File: src/rtl/fifo_pkg.sv
// Shared definitions for sync_fifo_param: pointer/level width, parameter legality and reset values.
package fifo_pkg;

    localparam int unsigned MinAddrWidth = 2;

    localparam logic RstRvld = 1'b0;
    localparam logic RstOvf  = 1'b0;
    localparam logic RstUdf  = 1'b0;

    // Pointers and level carry one extra bit so that a full FIFO is distinguishable from empty.
    function automatic int unsigned ptr_width(input int unsigned addr_width);
        return addr_width + 1;
    endfunction

    function automatic bit params_legal(input int unsigned addr_width,
                                        input int unsigned afull_thr,
                                        input int unsigned aempt_thr);
        return (addr_width >= MinAddrWidth) && (aempt_thr > 0) &&
               (aempt_thr < afull_thr) && (afull_thr < (32'd1 << addr_width));
    endfunction

endpackage

File: src/rtl/sync_fifo_param_if.sv
// Handshake/status bundle between a producer/consumer (master) and sync_fifo_param (slave).
interface sync_fifo_param_if
    import fifo_pkg::*;
#(
    parameter int unsigned DATAWIDTH = 8,
    parameter int unsigned ADDRWIDTH = 4
);
    logic                                 iWINC;
    logic [DATAWIDTH-1:0]                 iWDAT;
    logic                                 oFULL;
    logic                                 oAFULL;
    logic                                 iRINC;
    logic [DATAWIDTH-1:0]                 oRDAT;
    logic                                 oRVLD;
    logic                                 oEMPT;
    logic                                 oAEMPT;
    logic [ptr_width(ADDRWIDTH)-1:0]      oLEVEL;
    logic                                 oOVF;
    logic                                 oUDF;

    modport master (
        output iWINC, iWDAT, iRINC,
        input  oFULL, oAFULL, oRDAT, oRVLD, oEMPT, oAEMPT, oLEVEL, oOVF, oUDF
    );

    modport slave (
        input  iWINC, iWDAT, iRINC,
        output oFULL, oAFULL, oRDAT, oRVLD, oEMPT, oAEMPT, oLEVEL, oOVF, oUDF
    );
endinterface

File: src/rtl/fifo_ram.sv
// Simple dual-port storage: synchronous write, asynchronous read, contents never reset.
module fifo_ram #(
    parameter int unsigned DATAWIDTH = 8,
    parameter int unsigned ADDRWIDTH = 4
) (
    input  logic                 clk_i,
    input  logic                 we_i,
    input  logic [ADDRWIDTH-1:0] waddr_i,
    input  logic [DATAWIDTH-1:0] wdata_i,
    input  logic [ADDRWIDTH-1:0] raddr_i,
    output logic [DATAWIDTH-1:0] rdata_o
);
    localparam int unsigned Depth = 1 << ADDRWIDTH;

    logic [DATAWIDTH-1:0] mem_q [Depth];

    always_ff @(posedge clk_i) begin
        if (we_i) begin
            mem_q[waddr_i] <= wdata_i;
        end
    end

    assign rdata_o = mem_q[raddr_i];
endmodule

File: src/rtl/sync_fifo_param.sv
// Parametrised single-clock FIFO with level, thresholds and overflow/underflow pulses.
// Define FIFO_FWFT_EN for first-word-fall-through reads; otherwise reads are registered.
module sync_fifo_param
    import fifo_pkg::*;
#(
    parameter int unsigned DATAWIDTH = 8,
    parameter int unsigned ADDRWIDTH = 4,
    parameter int unsigned AFULL_THR = 12,
    parameter int unsigned AEMPT_THR = 2
) (
    input logic               iCLK,
    input logic               iRST,
    sync_fifo_param_if.slave  fifo
);
    localparam int unsigned PtrW  = ptr_width(ADDRWIDTH);
    localparam int unsigned Depth = 1 << ADDRWIDTH;

    if (!params_legal(ADDRWIDTH, AFULL_THR, AEMPT_THR)) begin : gen_bad_params
        $fatal(1, "sync_fifo_param: illegal ADDRWIDTH/AFULL_THR/AEMPT_THR combination");
    end

    logic [PtrW-1:0]      wptr_q, wptr_d, rptr_q, rptr_d, level_q, level_d;
    logic                 ovf_q, ovf_d, udf_q, udf_d;
    logic                 full, empty, wr_en, rd_en;
    logic [DATAWIDTH-1:0] ram_rdata;

    assign full  = (level_q == PtrW'(Depth));
    assign empty = (level_q == '0);
    assign wr_en = fifo.iWINC && !full;
    assign rd_en = fifo.iRINC && !empty;

    fifo_ram #(
        .DATAWIDTH (DATAWIDTH),
        .ADDRWIDTH (ADDRWIDTH)
    ) u_ram (
        .clk_i   (iCLK),
        .we_i    (wr_en),
        .waddr_i (wptr_q[ADDRWIDTH-1:0]),
        .wdata_i (fifo.iWDAT),
        .raddr_i (rptr_q[ADDRWIDTH-1:0]),
        .rdata_o (ram_rdata)
    );

    always_comb begin
        wptr_d  = wptr_q;
        rptr_d  = rptr_q;
        level_d = level_q;
        if (wr_en) wptr_d = wptr_q + 1'b1;
        if (rd_en) rptr_d = rptr_q + 1'b1;
        unique case ({wr_en, rd_en})
            2'b10:   level_d = level_q + 1'b1;
            2'b01:   level_d = level_q - 1'b1;
            default: level_d = level_q;
        endcase
        ovf_d = fifo.iWINC && full;
        udf_d = fifo.iRINC && empty;
    end

    always_ff @(posedge iCLK) begin
        if (iRST) begin
            wptr_q  <= '0;
            rptr_q  <= '0;
            level_q <= '0;
            ovf_q   <= RstOvf;
            udf_q   <= RstUdf;
        end else begin
            wptr_q  <= wptr_d;
            rptr_q  <= rptr_d;
            level_q <= level_d;
            ovf_q   <= ovf_d;
            udf_q   <= udf_d;
        end
    end

`ifdef FIFO_FWFT_EN
    // Head word falls through straight from the array; iRINC only pops.
    assign fifo.oRDAT = ram_rdata;
    assign fifo.oRVLD = !empty;
`else
    logic [DATAWIDTH-1:0] rdat_q, rdat_d;
    logic                 rvld_q, rvld_d;

    always_comb begin
        rdat_d = rd_en ? ram_rdata : rdat_q;
        rvld_d = rd_en;
    end

    always_ff @(posedge iCLK) begin
        if (iRST) begin
            rdat_q <= '0;
            rvld_q <= RstRvld;
        end else begin
            rdat_q <= rdat_d;
            rvld_q <= rvld_d;
        end
    end

    assign fifo.oRDAT = rdat_q;
    assign fifo.oRVLD = rvld_q;
`endif

    assign fifo.oFULL  = full;
    assign fifo.oEMPT  = empty;
    assign fifo.oAFULL = (level_q >= PtrW'(AFULL_THR));
    assign fifo.oAEMPT = (level_q <= PtrW'(AEMPT_THR));
    assign fifo.oLEVEL = level_q;
    assign fifo.oOVF   = ovf_q;
    assign fifo.oUDF   = udf_q;
endmodule

File: src/flat_wrapper.sv
// flat-port wrapper written by rule: the top's interface ports become plain ports
module sync_fifo_param_flat import fifo_pkg::*;
#(
    parameter int unsigned DATAWIDTH = 8,
    parameter int unsigned ADDRWIDTH = 4,
    parameter int unsigned AFULL_THR = 12,
    parameter int unsigned AEMPT_THR = 2
)
  (iCLK, iRST, fifo_iWINC, fifo_iWDAT, fifo_iRINC, fifo_oFULL, fifo_oAFULL, fifo_oRDAT, fifo_oRVLD, fifo_oEMPT, fifo_oAEMPT, fifo_oLEVEL, fifo_oOVF, fifo_oUDF);
  sync_fifo_param_if #(.DATAWIDTH(DATAWIDTH), .ADDRWIDTH(ADDRWIDTH)) fifo_i ();
  input logic iCLK;
  input logic iRST;
  input wire logic [$bits(fifo_i.iWINC)-1:0] fifo_iWINC;
  input wire logic [$bits(fifo_i.iWDAT)-1:0] fifo_iWDAT;
  input wire logic [$bits(fifo_i.iRINC)-1:0] fifo_iRINC;
  output wire logic [$bits(fifo_i.oFULL)-1:0] fifo_oFULL;
  output wire logic [$bits(fifo_i.oAFULL)-1:0] fifo_oAFULL;
  output wire logic [$bits(fifo_i.oRDAT)-1:0] fifo_oRDAT;
  output wire logic [$bits(fifo_i.oRVLD)-1:0] fifo_oRVLD;
  output wire logic [$bits(fifo_i.oEMPT)-1:0] fifo_oEMPT;
  output wire logic [$bits(fifo_i.oAEMPT)-1:0] fifo_oAEMPT;
  output wire logic [$bits(fifo_i.oLEVEL)-1:0] fifo_oLEVEL;
  output wire logic [$bits(fifo_i.oOVF)-1:0] fifo_oOVF;
  output wire logic [$bits(fifo_i.oUDF)-1:0] fifo_oUDF;
  assign fifo_i.iWINC = fifo_iWINC;
  assign fifo_i.iWDAT = fifo_iWDAT;
  assign fifo_i.iRINC = fifo_iRINC;
  assign fifo_oFULL = fifo_i.oFULL;
  assign fifo_oAFULL = fifo_i.oAFULL;
  assign fifo_oRDAT = fifo_i.oRDAT;
  assign fifo_oRVLD = fifo_i.oRVLD;
  assign fifo_oEMPT = fifo_i.oEMPT;
  assign fifo_oAEMPT = fifo_i.oAEMPT;
  assign fifo_oLEVEL = fifo_i.oLEVEL;
  assign fifo_oOVF = fifo_i.oOVF;
  assign fifo_oUDF = fifo_i.oUDF;
  sync_fifo_param #(.DATAWIDTH(DATAWIDTH), .ADDRWIDTH(ADDRWIDTH), .AFULL_THR(AFULL_THR), .AEMPT_THR(AEMPT_THR)) u_core (.iCLK(iCLK), .iRST(iRST), .fifo(fifo_i));
endmodule
File: config.mk
export PLATFORM = sky130hd
export DESIGN_NAME = sync_fifo_param_flat
export DESIGN_NICKNAME = d
export VERILOG_FILES = /design/src/rtl/fifo_pkg.sv /design/src/rtl/sync_fifo_param_if.sv /design/src/rtl/fifo_ram.sv /design/src/rtl/sync_fifo_param.sv /design/src/flat_wrapper.sv
export SDC_FILE = /design/constraint.sdc
export NUM_CORES = 1
export LEC_CHECK = 0
export BUFFER_PORTS_ARGS = -buffer_cell sky130_fd_sc_hd__buf_2
export CORE_ASPECT_RATIO = 0.6
export CORE_MARGIN = 5
export CORE_UTILIZATION = 35
export DETAILED_ROUTE_END_ITERATION = 8
export GPL_TIMING_DRIVEN = 0
export SYNTH_ARGS = -nofsm -noshare
export SYNTH_HDL_FRONTEND = slang
export SYNTH_SLANG_ARGS = --single-unit
File: constraint.sdc
create_clock -name iCLK -period 2.98 [get_ports iCLK]
set_input_delay 0.447 -clock iCLK [delete_from_list [all_inputs] [get_ports iCLK]]
set_output_delay 0.447 -clock iCLK [all_outputs]
set_load 0.005 [all_outputs]
After elaboration in Yosys (flattened, before gate mapping)

Memories as Yosys holds them, arrays and structs flattened. A register that Yosys moved wholly into a read port is not among the register bits.
Cells that the tools add are included.

$add $sub $neg: 4
Order comparisons: 2
Eq/ne operators: 3
Mux-type cells: 3
Reduce and logical (&&, ||, !) cells: 8

Operator list:

| kind                                                | number |
|---|---|
| adder 5 x 1 -> 5 bit, second input constant         | 3 |
| one-hot mux 5 bit (2 select lines)                  | 1 |
| equality test 5 bit, second input constant          | 1 |
| >= comparator 5 x 4 -> 1 bit, second input constant | 1 |
| <= comparator 5 x 2 -> 1 bit, second input constant | 1 |
| logical NOT 5 bit                                   | 1 |
| subtractor 5 x 1 -> 5 bit, second input constant    | 1 |
| logical AND 1 bit                                   | 4 |
| equality test 2 x 1 -> 1 bit, second input constant | 1 |
| equality test 2 bit, second input constant          | 1 |
| logical NOT 1 bit                                   | 2 |
| two-way mux 1 bit                                   | 2 |
| nonzero test 2 bit                                  | 1 |

Register bits after elaboration: 18
Bits in writable memories: 128
Bits of input ports: 12
Output and inout bits: 20
Logic and storage cells: 27
Memories kept: 1

Memories:

| memory             | words | width | rd ports | clocked after memory_dff | write ports | line           | RTL |
|---|---|---|---|---|---|---|---|
| u_core.u_ram.mem_q | 16    | 8     | 1        | 1                        | 1           | fifo_ram.sv:15 | `logic [DATAWIDTH-1:0] mem_q [Depth];` |

Logic depth before layout (Yosys ltp)

Word-level depth: 5
Gate-level depth with buffers: 12
Gate-level depth less buffers: 10

Modules after synthesis

From an unflattened synthesis, not the netlist that was laid out.

Cell total of the unflattened synthesis: 345
Area total of the unflattened synthesis: 6142.1 µm²

By module, submodules not included:

| module          | instances | cells each | area an instance (µm²) | seq. area each (µm²) |
|---|---|---|---|---|
| fifo_ram        | 1         | 221        | 4987.3                 | 3843.7 |
| sync_fifo_param | 1         | 124        | 1154.9                 | 480.5 |

Worst setup path after synthesis

Ideal clock, no wire load.

Path type: register to register
Start: reg u_core.level_q[1], in the netlist u_core.fifo.oLEVEL[1]
End: reg u_core.level_q[4], in the netlist u_core.fifo.oLEVEL[4]
Setup time: 121 ps
Arrival time: 2632 ps
Required time: 2859 ps
Slack: 227 ps
Stages on the path, launching flop included: 13
Path buffers: 3
Period minus slack after synthesis: 2753 ps
Cell sequence: dfxtp_1 > buf_6 > nor4_4 > a21oi_2 > buf_4 > ha_1 > clkbuf_1 > xor2_1 > ha_1 > a21oi_1 > a32oi_1 > a31oi_1 > mux2_2

Cells in the longest elaborated chain, start to end: 5
Elaborated cells on any way between the ends: 12
Classes of those cells: 2 x add/sub; 3 x eq/ne; 1 x mux; 6 x reduce/logical

Ends and longest elaborated chain:

| item                                                                            | line                  | RTL |
|---|---|---|
| from (decl)                                                                     | sync_fifo_param.sv:22 | `logic [PtrW-1:0] wptr_q, wptr_d, rptr_q, rptr_d, level_q, level_d;` |
| from (signal assigned)                                                          | sync_fifo_param.sv:69 | `level_q <= level_d;` |
| logical NOT 5 bit (*)                                                           | sync_fifo_param.sv:28 | `assign empty = (level_q == '0);` |
| logical NOT 1 bit (*)                                                           | sync_fifo_param.sv:30 | `assign rd_en = fifo.iRINC && !empty;` |
| logical AND 1 bit (*)                                                           | sync_fifo_param.sv:30 |  |
| named net u_core.rd_en                                                          | sync_fifo_param.sv:24 | `logic full, empty, wr_en, rd_en;` |
| equality test 2 x 1 -> 1 bit / equality test 2 bit (equally long branches)      | sync_fifo_param.sv:50 | `unique case ({wr_en, rd_en})` |
| one-hot mux 5 bit (2 select lines) / nonzero test 2 bit (equally long branches) | n/a                   |  |

The timed path passes the listed nets; every way through them passes the cells marked *.
A chain may end at the register's enable or synchronous reset.

Final worst setup path

Start: reg u_core.level_q[4], in the netlist u_core.fifo.oLEVEL[4]
End: reg u_core.level_q[4], in the netlist u_core.fifo.oLEVEL[4]

Same word-level chain as after synthesis.

==> flow_summary.ini <==
[setup_path]
critical_path_class = reg2reg
worstSetupEndpointType = flip-flop
r2r_start = u_core.fifo.oLEVEL[4]$_SDFFE_PP0P_
start_kind = flip-flop
crit_required_ns = 3.28
rr_worst_depth = 11
r2r_end = u_core.fifo.oLEVEL[4]$_SDFFE_PP0P_
critPathArrivalTime_ns = 3.13
crit_fanout = 11
r2r_setup_slack_ns = 0.15

[global_routing]
grt_pass1_vias = 3526
grt_max_degree = 17
overflow = 0
grt_pass1_wl_mm = 21.7
antenna_found_initial = 0
grt.total_usage = 0.141

[synthesis]
synth_edf_count = 128
synth-compound-area-share = 0.0623
synth_area_um2 = 6170
avgSynthCellArea_um2 = 15.2
synthAdderAreaFrac = 0.0162
synth_top_area_frac = 0.623
ys_warn_count = 0
synth_top_cell_by_area = edfxtp_1
synthesis.nets = 425
synth-simple-area-share = 0.0651
yosysUniqueCellTypes = 41
yosys-top-cells-area = edfxtp_1 (62%), mux2i_1 (11%), dfxtp_1 (7.8%)
synth.most_common_cell = edfxtp_1
synthMuxAreaShare = 0.112
synthTopCellsByCount = edfxtp_1 (128), mux2i_1 (67), nor2_1 (35)
synth_flop_cell = edfxtp_1
synthXorXnorAreaFrac = 0.0142
synth.yosys.seq_area_share = 0.701
synth_async_sr_flop_share = 0
synth_top_family_by_area = multiplexers
syn-instance-count = 405
ys_ff_latch = 152

[sta]
tns_ns = 0
finalSetupViolCount = 0
skew_ns = 0.00883
min_period_over_period = 0.949
relSlewSlack = 0.0945
final_max_slew_viol_count = 0
worst_pin_slew_ns = 1.35
fmax_ghz = 0.353
hold_viol = 0
finalCriticalPeriod_ns = 2.83
rsz0062_at_grt = false

[drt]
vias = 3590
drtPass1Iterations = 4
drc = 0
wl_per_cell_um = 20.0
ant_nets = 0
drt-initial-drc-count = 284
viasPerCell = 5.12
finalWirelength_mm = 14.0

[power_and_ir_drop]
p_leak_nw = 2.36
p_total_mw = 5.80
internal_power_mw = 4.16
p_clk_frac = 0.354
seq_power_share = 0.438
p_sw_frac = 0.283
p_per_area_nw_per_um2 = 802
peakVddDrop_mv = 0.326
pwr-share-comb = 0.208
p_sw_mw = 1.64

[clock_tree]
cts_tree = built
clk_pin_slew_ns = 0.06
cts_buffers = 17
clk_path_buf_depth = 2
clock_latency_ns = 0.41
htreeDepth = 4
root_buffer = clkbuf_16
cts.sinks = 152

[hold_path]
holdPathStages = 4
min_from = fifo_iRINC
worstHoldPathType = in2reg
min_to = u_core.rptr_q[2]$_SDFFE_PP0P_

[place]
port_buffers = 30
post_dp_cell_area_um2 = 6610
place_congestion = 0.771
hpwl_mm = 9.80
placed_cells = 669

[outcome]
run_status = completed

[die]
start_util = 0.358
die_y_um = 113
die_w_um = 181
boundaryPins = 32
core-area_um2 = 17200
dieArea_um2 = 20500
rows = 37

[flow_run]
max_cap_viol_count = 0

[final_layout]
nets = 476
finalInstanceArea_um2 = 7230
fin_cells = 701
area_growth_pct = 17.2
drive_above_1_share = 0.203
num_antenna_cells = 0
fin_util = 0.420
-- power groups by stage --
stage | clock, mW | combinational [mW] | sequential [mW]
floorplan | 0 | 0.717 | 2.58
global placement | 0 | 1.11 | 2.58
detailed placement | 0 | 1.14 | 2.59
global route | 2.17 | 1.32 | 2.56
CTS | 2.07 | 1.20 | 2.54
finish | 2.05 | 1.21 | 2.54
-- layout by cell type (no fill, tap or decap), types with 2 or more instances in the layout --
cell type / n
edfxtp_1: 128
mux2i_1: 67
buf_2: 41
nor2_1: 35
o22ai_1: 33
dfxtp_1: 23
clkbuf_16: 17
a211oi_1: 10
nor4_1: 9
inv_1: 8
nand2_1: 7
clkbuf_1: 7
ha_1: 7
buf_4: 5
xor2_1: 5
xnor2_1: 5
nor3_1: 4
buf_6: 3
or3b_1: 3
nand3b_1: 3
clkinv_4: 3
clkinv_2: 3
a21oi_4: 2
nand2b_1: 2
nor3_2: 2
clkbuf_2: 2
or3_1: 2
nand3_1: 2
mux2_2: 2
bufinv_16: 2
clkinvlp_4: 2
-- per-layer routing --
metal	share of wire	track usage	wire length [um]
met3	0.049	0.0395	680
met4	0.0081	0.0360	113
met2	0.41	0.191	5720
met5	0	0	0
met1	0.54	0.220	7510
-- what timing repair did --
action	4_1_cts	5_1_grt
setup buffers	2	0
gates resized for setup	6	1
setup endpoints to repair	3	1
hold buffers	0	0
cloned	0	0
pin swaps	2	0
endpoints found under the hold margin	0	0
-- cells by family (layout without fill, tap and decap cells) --
kind of cell,Yosys count,after routing
compound gates,56,56
xor+xnor,10,10
fa+ha+maj,8,8
buf+inv,34,96
flops,152,152
mux,69,69
simple gates,76,76
-- per-stage QoR --
step                hold slack (ns)  worst slack, ns
floorplan                     0.494            0.227
global placement              0.493           -0.363
detailed placement            0.493           -0.418
CTS                           0.396           0.0120
global route                  0.425           0.0474
finish                        0.409            0.151
-- flip-flops by register name (all words and copies together) (netlist names) --
signal	count
u_core.rptr_q	4
u_core.wptr_q	4
u_core.fifo.oRVLD	1
u_core.fifo.oOVF	1
u_core.fifo.oLEVEL	5
u_core.u_ram.mem_q	128
u_core.fifo.oRDAT	8
u_core.fifo.oUDF	1
-- worst max-delay path, stage by stage (launching register included) --
cell      delay [ns]
dfxtp_1         0.31
buf_2           0.22
inv_1           0.19
a21oi_4         0.20
buf_4           0.23
ha_2            0.30
xor2_1          0.17
ha_1            0.18
a21oi_2         0.05
nand4b_1        0.21
a31oi_2         0.29
mux2_2          0.37
-- worst max-delay path by stage --
stage	start	end	slack, ns	cells after the start
finish	u_core.fifo.oLEVEL[4]$_SDFFE_PP0P_	u_core.fifo.oLEVEL[4]$_SDFFE_PP0P_	0.15	11
global route	u_core.fifo.oLEVEL[4]$_SDFFE_PP0P_	u_core.fifo.oLEVEL[4]$_SDFFE_PP0P_	0.05	11
CTS	u_core.fifo.oLEVEL[4]$_SDFFE_PP0P_	u_core.fifo.oLEVEL[4]$_SDFFE_PP0P_	0.01	12
detailed placement	u_core.fifo.oLEVEL[4]$_SDFFE_PP0P_	u_core.fifo.oLEVEL[4]$_SDFFE_PP0P_	-0.42	12
global placement	u_core.fifo.oLEVEL[4]$_SDFFE_PP0P_	u_core.fifo.oLEVEL[4]$_SDFFE_PP0P_	-0.36	12
floorplan	u_core.fifo.oLEVEL[1]$_SDFFE_PP0P_	u_core.fifo.oLEVEL[4]$_SDFFE_PP0P_	0.23	12
-- area by class of cell --
| type | instances | area (um^2) |
|---|---|---|
| buffer | 25 | 144 |
| multi-input combinational | 219 | 1710 |
| inverter | 8 | 30.0 |
| tap | 234 | 293 |
| fill | 1604 | 9990 |
| clock inverter | 12 | 129 |
| clock buffer | 18 | 429 |
| sequential | 152 | 4330 |
| timing repair buffer | 33 | 173 |
Note: power is estimated with default switching activity, not from simulation.
